`src/rtl/noc_packet_arbiter.sv`:
```
// Packet-level round-robin arbiter sharing one NOC output pipe among NREQ requesters.
// Grant is held for a whole packet (until last or MAXLEN beats); output is a single registered slot.
module noc_packet_arbiter #(
  parameter int unsigned NREQ   = 4,
  parameter int unsigned DW     = 128,
  parameter int unsigned MAXLEN = 16,
  parameter int unsigned LW     = 5,
  localparam int unsigned GW    = (NREQ > 1) ? $clog2(NREQ) : 1
) (
  input  logic               CLK,
  input  logic               RST,
  input  logic [NREQ-1:0]    enq_valid,
  input  logic [NREQ*DW-1:0] enq_data,
  input  logic [NREQ-1:0]    enq_last,
  output logic [NREQ-1:0]    enq_ready,
  output logic               deq_valid,
  output logic [DW-1:0]      deq_data,
  output logic               deq_last,
  output logic [LW-1:0]      deq_length,
  input  logic               deq_ready,
  output logic [GW-1:0]      grant,
  output logic               busy,
  output logic               trunc_err
);

  typedef enum logic {IDLE, BUSY} state_e;

  state_e          state_q, state_d;
  logic [GW-1:0]   grant_q, grant_d;
  logic            vld_q, vld_d;
  logic [DW-1:0]   data_q, data_d;
  logic            last_q, last_d;
  logic [LW-1:0]   len_q, len_d;
  logic [LW-1:0]   cnt_q, cnt_d;
  logic            trunc_q, trunc_d;

  logic            slot_free;
  logic            found;
  logic [GW-1:0]   pick;
  logic            beat_valid;
  logic            beat_last;
  logic [DW-1:0]   beat_data;
  logic            hit_max;
  logic            pkt_end;

  assign slot_free = !vld_q || deq_ready;
  assign hit_max   = (cnt_q + LW'(1)) == LW'(MAXLEN);

  // Select the current grantee's beat.
  always_comb begin
    beat_valid = 1'b0;
    beat_last  = 1'b0;
    beat_data  = '0;
    for (int unsigned i = 0; i < NREQ; i++) begin
      if (GW'(i) == grant_q) begin
        beat_valid = enq_valid[i];
        beat_last  = enq_last[i];
        beat_data  = enq_data[i*DW +: DW];
      end
    end
  end

  // Round-robin search starting at grant+1, wrapping modulo NREQ.
  always_comb begin
    found = 1'b0;
    pick  = grant_q;
    for (int unsigned k = 1; k <= NREQ; k++) begin
      for (int unsigned i = 0; i < NREQ; i++) begin
        if (!found && enq_valid[i] && ((32'(grant_q) + k) % NREQ) == i) begin
          found = 1'b1;
          pick  = GW'(i);
        end
      end
    end
  end

  always_comb begin
    state_d   = state_q;
    grant_d   = grant_q;
    vld_d     = vld_q;
    data_d    = data_q;
    last_d    = last_q;
    len_d     = len_q;
    cnt_d     = cnt_q;
    trunc_d   = trunc_q;
    enq_ready = '0;
    pkt_end   = 1'b0;

    if (vld_q && deq_ready) vld_d = 1'b0;

    case (state_q)
      IDLE: begin
        if (found) begin
          grant_d = pick;
          cnt_d   = '0;
          state_d = BUSY;
        end
      end
      BUSY: begin
        for (int unsigned i = 0; i < NREQ; i++) begin
          if (GW'(i) == grant_q) enq_ready[i] = slot_free;
        end
        if (beat_valid && slot_free) begin
          pkt_end = beat_last || hit_max;
          vld_d   = 1'b1;
          data_d  = beat_data;
          last_d  = pkt_end;
          cnt_d   = cnt_q + LW'(1);
          if (pkt_end) begin
            len_d   = cnt_q + LW'(1);
            cnt_d   = '0;
            state_d = IDLE;
          end
          // Forced termination: remaining beats re-arbitrate as a new packet.
          if (!beat_last && hit_max) trunc_d = 1'b1;
        end
      end
      default: state_d = IDLE;
    endcase
  end

  always_ff @(posedge CLK) begin
    if (RST) begin
      state_q <= IDLE;
      grant_q <= GW'(NREQ - 1);
      vld_q   <= 1'b0;
      data_q  <= '0;
      last_q  <= 1'b0;
      len_q   <= '0;
      cnt_q   <= '0;
      trunc_q <= 1'b0;
    end else begin
      state_q <= state_d;
      grant_q <= grant_d;
      vld_q   <= vld_d;
      data_q  <= data_d;
      last_q  <= last_d;
      len_q   <= len_d;
      cnt_q   <= cnt_d;
      trunc_q <= trunc_d;
    end
  end

  assign deq_valid  = vld_q;
  assign deq_data   = data_q;
  assign deq_last   = last_q;
  assign deq_length = len_q;
  assign grant      = grant_q;
  assign busy       = (state_q == BUSY);
  assign trunc_err  = trunc_q;

endmodule

```
`config.mk`:
```
export PLATFORM = sky130hd
export DESIGN_NAME = noc_packet_arbiter
export DESIGN_NICKNAME = d
export VERILOG_FILES = /design/src/rtl/noc_packet_arbiter.sv
export SDC_FILE = /design/constraint.sdc
export NUM_CORES = 1
export LEC_CHECK = 0
export BUFFER_PORTS_ARGS = -buffer_cell sky130_fd_sc_hd__buf_4
export CAP_MARGIN = 20
export CORE_AREA = 2 2 263 265
export DETAILED_ROUTE_END_ITERATION = 8
export DIE_AREA = 0 0 265 267
export SYNTH_ARGS = -nofsm -noshare
export SYNTH_HDL_FRONTEND = slang
export SYNTH_SLANG_ARGS = --single-unit
```
`constraint.sdc`:
```
create_clock -name CLK -period 4 [get_ports CLK]
set_input_delay 0.8 -clock CLK [delete_from_list [all_inputs] [get_ports CLK]]
set_output_delay 0.8 -clock CLK [all_outputs]
set_load 0.03 [all_outputs]
```
# [After elaboration in Yosys (flattened, before gate mapping)]
# Cells that the tools add are included.
[classes] bitwise=1 reduce_logical=64 mul=0 n_eq_ne=18 n_mux=60 div_mod_pow=0 magnitude_cmp=0 shifts=0 n_addsub=5
[op_table] cell="two-way mux 128 bit" count=4
[op_table] cell="zero test 32 bit" count=4
[op_table] cell="logical AND 1 bit" count=34
[op_table] cell="two-way mux 1 bit" count=34
[op_table] cell="two-way mux 2 bit" count=16
[op_table] cell="zero test 1 bit" count=17
[op_table] cell="equality test 2 bit, second input constant" count=8
[op_table] cell="nonzero test 16 bit" count=1
[op_table] cell="two-way mux 5 bit" count=3
[op_table] cell="case mux 5 bit (2 select lines)" count=1
[op_table] cell="AND reduction 3 bit" count=3
[op_table] cell="equality test 2 x 1 -> 1 bit, second input constant" count=4
[op_table] cell="adder 5 x 1 -> 5 bit, second input constant" count=1
[op_table] cell="equality test 5 bit, second input constant" count=1
[op_table] cell="adder 2 x 1 -> 2 bit, second input constant" count=2
[op_table] cell="adder 2 bit, second input constant" count=2
[op_table] cell="equality test 2 bit, first input constant" count=2
[op_table] cell="two-way mux 4 bit" count=1
[op_table] cell="AND reduction 2 bit" count=2
[op_table] cell="equality test 1 x 2 -> 1 bit, first input constant" count=1
[op_table] cell="zero test 2 bit" count=1
[op_table] cell="logical OR 1 bit" count=2
[op_table] cell="!= test 2 x 1 -> 1 bit, second input constant" count=1
[op_table] cell="!= test 2 bit, second input constant" count=1
[op_table] cell="other kinds (2)" count=2
[totals] mem_count=0 mem_bits_ro=0 ramBits=0 word_cells=156 ff_bits=144 latchBits=0 out_inout_bits=143

# [Depth between registers and ports, before layout]
[depth] depth_word=66 depth_mapped=9 ltp_nobuf=6

# [Worst setup path after synthesis]
# OpenSTA, ideal clock, no wires.
[synth_path] path_kind="input-to-output" from="input port deq_ready" to="output port enq_ready[0]" slack_ns=1.663 cell_stages=3 arrival_time_ns=1.537 n_path_buf=0 cell_sequence="nand2b_1 nand3_1 nor2_1"
[synth_between] elab_chain_cells=3
[synth_lines] element="from (decl)" line_no="20" rtl="input logic deq_ready,"
[synth_lines] element="logical OR 1 bit" line_no="46" rtl="assign slot_free = !vld_q || deq_ready;"
[synth_lines] element="two-way mux 1 bit" line_no="101" rtl="if (GW'(i) == grant_q) enq_ready[i] = slot_free;"
[synth_lines] element="two-way mux 4 bit" line_no="91" rtl="case (state_q)"
[synth_lines] element="to (decl)" line_no="15" rtl="output logic [NREQ-1:0] enq_ready,"
# No other way between the ends.

# [Final worst setup path]
[layout_path] from="register grant_q[0], in the netlist grant[0]" to="output port enq_ready[3]"
[layout_between] elab_chain_cells=3
[layout_lines] element="from (decl)" line_no="29" rtl="logic [GW-1:0] grant_q, grant_d;"
[layout_lines] element="from (signal assigned)" line_no="125" rtl="grant_q <= GW'(NREQ - 1);"
[layout_lines] element="from (signal assigned)" line_no="134" rtl="grant_q <= grant_d;"
[layout_lines] element="equality test 2 bit" line_no="101"
[layout_lines] element="two-way mux 1 bit" line_no="101"
[layout_lines] element="two-way mux 4 bit" line_no="91"
# No other way between the ends.

==> run_results.csv <==
group,metric,value,unit
drt,drt_iter0_drc,371,
synthesis,syn_nets,1348,
global_routing,grt-ovfl-total,0,
clock_tree,clk_latency,0.47,ns
setup_path,critPathMaxFanout,33,
synthesis,synth_common_cells,"nand2_1, dfxtp_1, a21oi_1",
timing,fin_crit,2.766,ns
min_path,worstHoldPathCells,2,
synthesis,ys_seq_elements,144,
synthesis,synth_top_area_share,34.57,%
placement,hpwlAfterDp,31.05,mm
pwr,ir_worst_vdd,0.0002081,V
setup_path,critical_path_cell_count,3,
clock_tree,post_cts_buffers,0,
clock_tree,hold_buffers,0,
floorplanning,num_io_pins,666,
setup_path,cp-end-kind,"primary output",
pwr,clkPwrFrac,32.2,%
floorplanning,design.core.area,67990,um2
drt,drcViolationCount,0,
clock_tree,cts-resized-gates,0,
clock_tree,clock_path_buffers,2,
timing,maxSlewHeadroom,41.58,%
floorplanning,start_util,12.27,%
synthesis,netlist_instances,824,
floorplanning,fp-row-count,96,
clock_tree,cts_tree,"built",
finish,area_delta_synth_final,78.98,%
timing,finalHoldViolCount,0,
synthesis,synth.most_common_cell,"nand2_1",
setup_path,critical_path_buf_inv_count,1,
floorplanning,die_h,267,um
global_routing,antenna_found_initial,6,
clock_tree,cts_sinks,144,
pwr,intPower,3.573,mW
synthesis,synth_enable_flop_cells,0,
placement,place.gp.congestion,0.8177,
clock_tree,htreeDepth,4,
synthesis,yosysUniqueCellTypes,43,
timing,period_share,69.15,%
synthesis,async_flop_share,0,%
finish,post-route-util,21.95,%
pwr,pwr-share-comb,36.4,%
finish,nets,1970,
global_routing,grt_pass1_wl,55.72,mm
drt,post_drt_wl_per_cell,16.59,um
setup_path,critical_path.top_delay_family,"flip-flops",
setup_path,critPathLaunchType,"flop",
setup_path,ff2ff_path_depth,5,
min_path,hp-class,"flop to flop",
synthesis,synth_seq_area_share,34.57,%
pwr,power,5.377,mW
clock_tree,root_buffer,"clkbuf_16",
timing,fmax,361.6,MHz
timing,skew,0.008665,ns
synthesis,ys_warn_count,0,
run_status,outcome,"complete, no violations",
floorplanning,die_w,265,um
setup_path,cp.required,3.20,ns
drt,firstDrtPassIters,6,
setup_path,crit_type,"flop to primary output",
pwr,swShare,33.54,%
global_routing,grt_max_degree,79,
clock_tree,clk_pin_slew,0.06,ns
synthesis,syn_area_per_cell,10.12,um2
setup_path,cp_slowest_cell,"dfxtp_4",
clock_tree,cts_made_buffers,17,
timing,rsz0062_at_grt,"no",
pwr,power.switching,1.804,mW
pwr,leakagePower,6.374,nW
drt,drt_wl_total,38.84,mm
job,max_cap_violations,0,
global_routing,grt_pass1_vias,9407,
pwr,p_seq_share,31.4,%
setup_path,crit_chain,"nand3_1, nor2_1, buf_4",
drt,vias,9074,
synthesis,ys.flop_type,"dfxtp_1",
timing,tns,0,ns
timing,worstMarginPinSlew,0.8683,ns
synthesis,yosysTopAreaCell,"dfxtp_1",
pwr,p_per_area,360.3,nW/um2
setup_path,max_stage_delay,0.77,ns
timing,drv_slew,0,
synthesis,syn_area,8339,um2
drt,vias_per_cell,3.874,
floorplanning,die_area,70760,um2
synthesis,synth_area_leaders,"dfxtp_1, mux4_2, nand2_1",
drt,ant_nets,0,
finish,final_layout_size_suffix_gt1_share,58.26,%
global_routing,grt_use_total,10.64,%
placement,portBuffers,665,
timing,setup_viol_count_final,0,
setup_path,arrival,1.97,ns
## layout make-up
class                           count  area [um2]
Fill cell                        7499       53060
Timing Repair Buffer              679        5201
Multi-Input combinational cell    599        5090
Sequential cell                   144        2890
Tap cell                          882        1104
Clock buffer                       18       439.2
Clock inverter                     14       180.2
Inverter                            5       18.77
Antenna cell                        1       2.502
## sequential cells by signal (all words and copies together) (netlist names)
register and count:
busy 1, cnt_q 5, deq_data 128, deq_last 1
deq_length 5, deq_valid 1, grant 2, trunc_err 1
## tightest hold or removal path, stage by stage (launching register included)
cell	delay, ns
dfxtp_1	0.31
nand2_1	0.05
a21oi_1	0.05
## power groups by stage
stage | Clock, mW | Combinational (mW) | Sequential (mW)
2_1_floorplan | 0 | 0.860 | 1.95
3_3_place_gp | 0 | 1.98 | 1.72
3_5_place_dp | 0 | 1.99 | 1.72
4_1_cts | 1.85 | 1.99 | 1.69
5_1_grt | 1.89 | 2.11 | 1.71
6_report | 1.73 | 1.96 | 1.69
## layer usage
metal	global-route usage [%]	vias up	wire length, um
li1	-	4268	-
met1	11.35	4335	14350
met2	18.05	416	19330
met3	4.567	49	3903
met4	5.192	6	1221
met5	0	-	40
## kinds of logic (layout without fill, tap and decap cells)
| family | count (synthesis) | after routing | synth area share (%) |
|---|---|---|---|
| compound gates | 161 | 161 | 10.65 |
| simple gates | 297 | 297 | 14.00 |
| buf+inv | 81 | 716 | 4.591 |
| xor+xnor | 3 | 3 | 0.3151 |
| fa+ha+maj | 1 | 1 | 0.1500 |
| mux | 137 | 137 | 35.72 |
| other cells | 0 | 1 | 0 |
| flops | 144 | 144 | 34.57 |
## per-stage QoR
stage / area [um2] / hold WS (ns) / setup WS (ns) / std cells
after floorplan: 8339 / 0.5019 / 1.663 / 824
after global placement: 14300 / 0.4380 / 1.372 / 2309
after detailed placement: 14300 / 0.4440 / 1.333 / 2309
after CTS: 14920 / 0.4537 / 1.062 / 2341
after global routing: 14930 / 0.4648 / 0.9699 / 2342
final: 14930 / 0.4502 / 1.234 / 2342
## cell usage in the layout (no fill, tap or decap), drive strengths merged, types with 3 or more instances in the layout
master  instances
a211oi          3
a21oi         135
a31oi           4
buf           679
bufinv          3
clkbuf         18
clkinv          6
dfxtp         144
inv             8
mux2            5
mux2i           4
mux4          128
nand2         260
nand2b          3
nand3           6
nor2           15
nor2b           3
o21ai           4
## path summary, 6_finish.rpt
path / startpoint / end / slack, ns
min reg2reg: deq_data[111] / deq_data[111] / 0.45
max reg2reg: grant[0] / deq_length[0] / 1.50
min: deq_data[111] / deq_data[111] / 0.45
max: grant[0] / enq_ready[3] / 1.23
No activity file was read; power rests on OpenSTA's default activity.
